<file path="config.mk">
export PLATFORM = sky130hd
export DESIGN_NAME = image_pixel_feeder
export DESIGN_NICKNAME = d
export VERILOG_FILES = /design/src/rtl/image_pixel_feeder.sv
export SDC_FILE = /design/constraint.sdc
export NUM_CORES = 1
export LEC_CHECK = 0
export CORE_AREA = 2 2 88 90
export DETAILED_ROUTE_END_ITERATION = 12
export DIE_AREA = 0 0 90 92
export PLACE_DENSITY = 0.7
export REMOVE_ABC_BUFFERS = 1
export SLEW_MARGIN = 20
export SYNTH_ARGS = -nofsm -noshare
export SYNTH_HDL_FRONTEND = slang
export SYNTH_SLANG_ARGS = --single-unit
</file>
<file path="constraint.sdc">
create_clock -name clk -period 4.65 [get_ports clk]
set_clock_uncertainty 0.15 [all_clocks]
set_input_delay 0.93 -clock clk [delete_from_list [all_inputs] [get_ports clk]]
set_output_delay 0.93 -clock clk [all_outputs]
set_load 0.01 [all_outputs]
</file>
<file path="src/rtl/image_pixel_feeder.sv">
// Image pixel feeder: streams IMG_NUM images from a sync-read pixel memory to the sorter, prefetching across busy.
// Optional FEEDER_CHECKSUM_EN adds a per-image R+G+B checksum (chk_sum, chk_valid).
module image_pixel_feeder #(
    parameter int IMG_NUM     = 32,
    parameter int PIX_PER_IMG = 16384,
    localparam int IMG_W      = $clog2(IMG_NUM),
    localparam int PIX_W      = $clog2(PIX_PER_IMG),
    localparam int ADDR_W     = IMG_W + PIX_W
) (
    input  logic              clk,
    input  logic              reset_n,
    input  logic              busy,
    output logic              mem_rd,
    output logic [ADDR_W-1:0] mem_addr,
    input  logic [23:0]       mem_data,
    output logic              ise_reset,
    output logic [23:0]       pixel_in,
    output logic [IMG_W-1:0]  image_in_index,
    output logic              done,
    output logic              err
`ifdef FEEDER_CHECKSUM_EN
    ,
    output logic [31:0]       chk_sum,
    output logic              chk_valid
`endif
);

    typedef enum logic [2:0] {HOLD, PRIME, STREAM, NEXT, LOAD, DONE} state_t;

    state_t             state_q, state_d;
    logic [PIX_W-1:0]   pix_q, pix_d;
    logic [IMG_W-1:0]   img_q, img_d;
    logic [IMG_W-1:0]   idx_q, idx_d;
    logic [23:0]        pixel_q, pixel_d;
    logic               ise_reset_q, ise_reset_d;
    logic               done_q, done_d;
    logic               err_q, err_d;
    logic               rd;
    logic [ADDR_W-1:0]  addr;

    logic [PIX_W:0]     pix_p2;
    logic               advance;
    logic               last_pix;
    logic               last_img;

    assign pix_p2   = {1'b0, pix_q} + (PIX_W+1)'(2);
    assign advance  = (state_q == STREAM) && !busy;
    assign last_pix = (pix_q == PIX_W'(PIX_PER_IMG - 1));
    assign last_img = (img_q == IMG_W'(IMG_NUM - 1));

    always_comb begin
        state_d     = state_q;
        pix_d       = pix_q;
        img_d       = img_q;
        idx_d       = idx_q;
        pixel_d     = pixel_q;
        ise_reset_d = ise_reset_q;
        done_d      = done_q;
        err_d       = err_q;
        rd          = 1'b0;
        addr        = '0;
        case (state_q)
            HOLD: begin
                ise_reset_d = 1'b1;
                rd          = 1'b1;
                addr        = {img_q, PIX_W'(0)};
                state_d     = PRIME;
            end
            PRIME: begin
                pixel_d     = mem_data;
                rd          = 1'b1;
                addr        = {img_q, PIX_W'(1)};
                ise_reset_d = 1'b0;
                state_d     = STREAM;
            end
            STREAM: begin
                if (advance) begin
                    pixel_d = mem_data;
                    // Prefetch two ahead: mem_data already holds pix+1 for the next sample.
                    if (pix_p2 < (PIX_W+1)'(PIX_PER_IMG)) begin
                        rd   = 1'b1;
                        addr = {img_q, pix_p2[PIX_W-1:0]};
                    end
                    if (last_pix) begin
                        if (last_img) begin
                            done_d  = 1'b1;
                            state_d = DONE;
                        end else begin
                            img_d   = img_q + IMG_W'(1);
                            state_d = NEXT;
                        end
                    end else begin
                        pix_d = pix_q + PIX_W'(1);
                    end
                end
            end
            NEXT: begin
                idx_d   = img_q;
                rd      = 1'b1;
                addr    = {img_q, PIX_W'(0)};
                err_d   = err_q | !busy;
                state_d = LOAD;
            end
            LOAD: begin
                pixel_d = mem_data;
                rd      = 1'b1;
                addr    = {img_q, PIX_W'(1)};
                pix_d   = '0;
                err_d   = err_q | !busy;
                state_d = STREAM;
            end
            default: begin
                state_d = DONE;
            end
        endcase
    end

    always_ff @(posedge clk or negedge reset_n) begin
        if (!reset_n) begin
            state_q     <= HOLD;
            pix_q       <= '0;
            img_q       <= '0;
            idx_q       <= '0;
            pixel_q     <= '0;
            ise_reset_q <= 1'b1;
            done_q      <= 1'b0;
            err_q       <= 1'b0;
        end else begin
            state_q     <= state_d;
            pix_q       <= pix_d;
            img_q       <= img_d;
            idx_q       <= idx_d;
            pixel_q     <= pixel_d;
            ise_reset_q <= ise_reset_d;
            done_q      <= done_d;
            err_q       <= err_d;
        end
    end

    // HOLD issues its read combinationally, so gate the strobe while reset is asserted.
    assign mem_rd         = rd & reset_n;
    assign mem_addr       = reset_n ? addr : '0;
    assign ise_reset      = ise_reset_q;
    assign pixel_in       = pixel_q;
    assign image_in_index = idx_q;
    assign done           = done_q;
    assign err            = err_q;

`ifdef FEEDER_CHECKSUM_EN
    logic [31:0] acc_q, acc_d;
    logic [31:0] chk_sum_q, chk_sum_d;
    logic        chk_valid_q, chk_valid_d;
    logic [31:0] rgb;

    assign rgb = 32'(pixel_q[23:16]) + 32'(pixel_q[15:8]) + 32'(pixel_q[7:0]);

    always_comb begin
        acc_d       = acc_q;
        chk_sum_d   = chk_sum_q;
        chk_valid_d = 1'b0;
        if (advance) begin
            if (last_pix) begin
                chk_sum_d   = acc_q + rgb;
                chk_valid_d = 1'b1;
                acc_d       = '0;
            end else begin
                acc_d = acc_q + rgb;
            end
        end
    end

    always_ff @(posedge clk or negedge reset_n) begin
        if (!reset_n) begin
            acc_q       <= '0;
            chk_sum_q   <= '0;
            chk_valid_q <= 1'b0;
        end else begin
            acc_q       <= acc_d;
            chk_sum_q   <= chk_sum_d;
            chk_valid_q <= chk_valid_d;
        end
    end

    assign chk_sum   = chk_sum_q;
    assign chk_valid = chk_valid_q;
`endif

endmodule

</file>
# After elaboration in Yosys (flattened, before gate mapping)

Index checks and enable logic that the tools add are counted.
Widths: inputs -> output; s select.

Output and inout port bits: 52
Input port bits: 27
Flip-flop bits (word level): 54
Logic and storage cells: 56

Bitwise logic cells: 3
Eq/ne operators: 9
Multiplexer cells: 17
Magnitude comparators: 1
Reduce and logical (&&, ||, !) cells: 15
Add/subtract/negate cells: 3

Operators by type and width:

| operator              | count |
|---|---|
| $mux 19               | 3 |
| $pmux 19 s3           | 1 |
| $pmux 24 s2           | 1 |
| $mux 14               | 2 |
| $pmux 14 s2           | 1 |
| $mux 24               | 1 |
| $add 14x2->15 const B | 1 |
| $lt 15x15->1 const B  | 1 |
| $add 14x1->14 const B | 1 |
| $eq 14x14->1 const B  | 1 |
| $pmux 3 s4            | 1 |
| $mux 3                | 3 |
| $reduce_and 4->1      | 2 |
| $eq 3x2->1 const B    | 2 |
| $ne 2x2->1 const B    | 3 |
| $reduce_bool 2->1     | 3 |
| $reduce_or 2->1       | 3 |
| $add 5x1->5 const B   | 1 |
| $eq 5x5->1 const B    | 1 |
| $pmux 1 s2            | 2 |
| $reduce_and 2->1      | 2 |
| $reduce_or 4->1       | 1 |
| $eq 3x1->1 const B    | 1 |
| $eq 3x3->1 const B    | 1 |
| other kinds (8)       | 9 |

# Logic depth before layout (Yosys ltp)

Depth in word-level cells: 6
Depth in mapped cells: 6
Gate-level depth less buffers: 6

# Worst setup path before layout

OpenSTA, ideal clock, no wires.

Kind: input -> output
Start: input port busy
End: output port mem_addr[0]
Slack: 1.490 ns
Arrival time: 2.080 ns
Stages on the path: 5
Data required time: 3.570 ns
Path buffers: 1
Path through: nor4b_4 > nand2_1 > or2_1 > buf_2 > o22ai_1

Cells in the longest elaborated chain, start to end: 5

Ends and longest elaborated chain:

| what               | RTL line | source |
|---|---|---|
| start: declaration | 12       | `input logic busy,` |
| $logic_not 1->1    | 47       | `assign advance = (state_q == STREAM) && !busy;` |
| $logic_and 1x1->1  | 47       |  |
| $mux 19            | 77       | `if (advance) begin` |
| $pmux 19 s3        | 62       | `case (state_q)` |
| $mux 19            | 142      | `assign mem_addr = reset_n ? addr : '0;` |
| end: declaration   | 14       | `output logic [ADDR_W-1:0] mem_addr,` |

Every way passes these cells.

# Final worst setup path

Ends and elaborated chain as after synthesis.

==> impl.org <==
** Routing
- Number of vias per cell after detailed routing :: 5.02
- The routed layout has 2122 vias.
- The first detailed-routing pass took 4 iterations.
- Dividing the detail-routed wire length by the instance count gives 14.1 microns.
- The first routing iteration left 142 violations.
- Number of nets with antenna violations after detailed routing :: 0
- Post-route DRC violation count :: 0
- Total length of routed wires :: 5970 microns

** Setup path
- At the worst endpoint, the arrival time is 3110 ps.
- Critical path's top delay family :: buffers and inverters
- In this run the worst path has a maximum fanout of 10.
- On the worst path, the slowest cell contributes a delay of 550 ps.
- The largest individual stage delay along the critical path comes from the cell clkdlybuf4s50_1.
- Data on the critical path is required at its endpoint by 3570 ps.
- Start-to-end type of the worst setup path :: in -> out
- Buffer and inverter count on the worst path :: 2
- STA classifies the critical path startpoint as an input pin.
- Among the stages of the critical path, the cell type that occurs most often is clkdlybuf4s50_1.
- Sequence of cells on the critical path :: clkdlybuf4s50_1, nor4b_4, nand2_1, or2_1, o22ai_1, clkdlybuf4s50_1
- STA classifies the critical path endpoint as an output pin.

** Placement
- OpenSTA, run right after detailed placement, puts the worst setup slack at 471 ps.
- Routability-driven placement finished with a final weighted congestion of 0.888.
- Input and output buffers added on the ports amount to 78.
- The HPWL after detailed placement is 4410 microns.

** Outcome
- The flow ran to the end, and the final reports show no timing, DRC or antenna violations.

** Logic synthesis
- Count of distinct cell types in the synthesized netlist :: 50
- Sequential cells were found to cover 48.8% of the synthesized design area.
- During synthesis, Yosys emitted a total of 0 warnings.
- Of all flip-flops after synthesis, the portion carrying an async set or reset was 100%.
- Dominant register cell in the synthesized netlist :: dfrtp_1
- After synthesis the cells add up to 2770 sq um.
- Synthesis handed over a netlist of 245 instances.
- The synthesized design contains 54 register bits.
- Number of enable-type register cells in the synthesized netlist :: 0
- Dividing the synthesized area by the synthesized cell count gives 11.3 sq um.

** Finish
- N_diodes :: 0
- Share of cells above drive strength 1 :: 17.8%
- Relative to the synthesized area, the layout overhead comes to 33.5%.
- The library cell used most frequently in the layout, excluding fill and tap cells, is clkdlybuf4s50_1.
- Fill cells :: 698
- The library cells used most frequently in the layout, excluding fill and tap cells, are clkdlybuf4s50_1 (77), dfrtp_1 (53), mux2_2 (29), nor2_1 (19), nand2_1 (17).
- At the end of the flow, the number of nets in the layout was 351.

** Power
- Post-route total power :: 1.09 mW
- The worst-case IR drop observed on VDD is 0.000125 V.
- In this run the static leakage power is 1.51 nW.
- Power spread over the standard cell area amounts to 294 nW/um^2.

** Clocking
- Hold bufs inserted after CTS :: 0
- The clock tree synthesis step divided the H-tree into 2 levels.
- Longest Clk Path Bufs :: 2
- Buffers added to address setup during post-CTS repair amount to 0.
- The tree built by TritonCTS fans out to 54 sinks.
- CTS placed an instance of clkbuf_8 at the clock tree root.
- In this run, CTS created clock tree buffers numbering 5.
- The number of gates resized after CTS was 0.
- Register clock-pin slew on the reported worst setup and hold paths :: 90 ps
- Worst-Skew Late Latency :: 300 ps
- TritonCTS clock tree :: done

** STA
- Worst Hold Margin :: 339 ps
- Setup violations remaining at the end of the flow were counted as 0.
- Minimum setup slack in the final design :: 464 ps
- After layout, the worst path uses 90.0% of the clock period.
- Subtracting the final worst setup slack from the clock period gives 4190 ps.
- Final Hold Vio Count :: 0
- At the pin with the least slew margin, the transition time is 720 ps.
- Summed over all failing endpoints, the final setup total negative slack is 0 ps.
- Measured against its own limit, the worst slew margin works out to 51.8%.
- Unrepaired setup endpoints after global routing :: false
- Maximum operating frequency :: 0.239 GHz
- The number of slew-limit violations in the final report came to 0.

** Die
- The die covers 8280 sq um.
- The floorplan has 32 rows.
- Measured along the x axis, the die boundary spans 90 microns.
- In this run the count of I/O pins placed on the die edge is 79.
- Initial core utilization :: 37.2%
- Die Ht :: 92 microns
- Core ar. :: 7450 sq um

** GRT
- Number of antenna violations at the first check in global routing :: 0
- Aggregate global-route resource usage :: 14.5%
- Maximum number of pins on one net before global-route repair :: 27
- First-pass GRT wire length :: 9920 microns
- Summed over all layers, the global routing overflow is 0.
- Number of global-route vias before repair :: 2076

** Worst hold path
- In this run the worst hold path is classified as reg -> reg.

** Job
- The tool flagged a number of max-cap violations equal to 0.
## cells by family (layout without fill, tap and decap cells)
group,after synthesis,count (layout),synth area share [%]
mux,34,34,14.0
xor+xnor,14,14,4.42
fa+ha+maj,4,4,1.81
flops,54,54,48.8
buf+inv,19,95,3.79
simple gates,87,87,18.7
compound gates,33,33,8.53
## report_power, final
part / switching [mW] / leakage (nW) / internal (mW) / total [mW]
combinational: 0.111 / 0.809 / 0.140 / 0.252
clock: 0.152 / 0.0456 / 0.108 / 0.260
sequential: 0.0610 / 0.655 / 0.515 / 0.576
## final timing paths
check	depth (start not counted)	start	endpoint	slack (ps)
max	6	busy	mem_addr[0]	460
min	1	err	err	340
max reg2reg	5	pix_q[0]	pix_q[9]	2240
min in group asynchronous	1	reset_n	img_q[4]	370
max in group asynchronous	2	reset_n	ise_reset	3290
min reg2reg	1	err	err	340
## per-stage QoR
stage,cells,utilization [%],area (sq um)
final,423,49.7,3700
after global routing,423,49.7,3700
after CTS,423,49.7,3700
after detailed placement,415,48.5,3610
after global placement,415,48.5,3610
after floorplan,232,-,2690
## final cells by class
class | instances | area [sq um] | area share [%]
clock buffers | 6 | 72.6 | 1.96
clock inverters | 2 | 13.8 | 0.372
inverters | 6 | 22.5 | 0.609
multi-input cells | 172 | 1310 | 35.5
flip-flops and latches | 54 | 1350 | 36.5
repair buffers | 81 | 798 | 21.6
well taps | 102 | 128 | 3.45
## registers in the layout (all words and copies together) (netlist names)
signal,flops
done,1
state_q,3
ise_reset,1
img_q,5
pixel_in,24
pix_q,14
err,1
image_in_index,5
## per-layer routing
layer | GRT usage [%] | up-vias | part of all wire, %
li1 | - | 1025 | -
met2 | 24.2 | 51 | 49
met5 | 0 | - | 0
met1 | 19.3 | 1035 | 45
met3 | 3.20 | 11 | 4.1
met4 | 3.72 | 0 | 1.7
## synth_stat cells, drive strengths merged, types with 2 or more instances
| cell | n | area [sq um] |
|---|---|---|
| a21oi | 11 | 55.1 |
| a31o | 4 | 35.0 |
| and2 | 5 | 31.3 |
| and3 | 3 | 18.8 |
| buf | 10 | 68.8 |
| clkbuf | 3 | 13.8 |
| dfrtp | 53 | 1330 |
| ha | 4 | 50.1 |
| inv | 6 | 22.5 |
| mux2 | 31 | 357 |
| mux2i | 3 | 30.0 |
| nand2 | 19 | 76.3 |
| nand2b | 5 | 31.3 |
| nand3 | 8 | 40.0 |
| nand4 | 6 | 67.6 |
| nor2 | 19 | 71.3 |
| nor3 | 5 | 36.3 |
| nor4 | 4 | 25.0 |
| o211ai | 2 | 15.0 |
| o21ai | 4 | 20.0 |
| o31ai | 5 | 37.5 |
| or2 | 3 | 18.8 |
| or3 | 2 | 12.5 |
| or4 | 3 | 22.5 |
| xnor2 | 11 | 96.3 |
| xor2 | 3 | 26.3 |
Note: power is estimated with default switching activity, not from simulation.
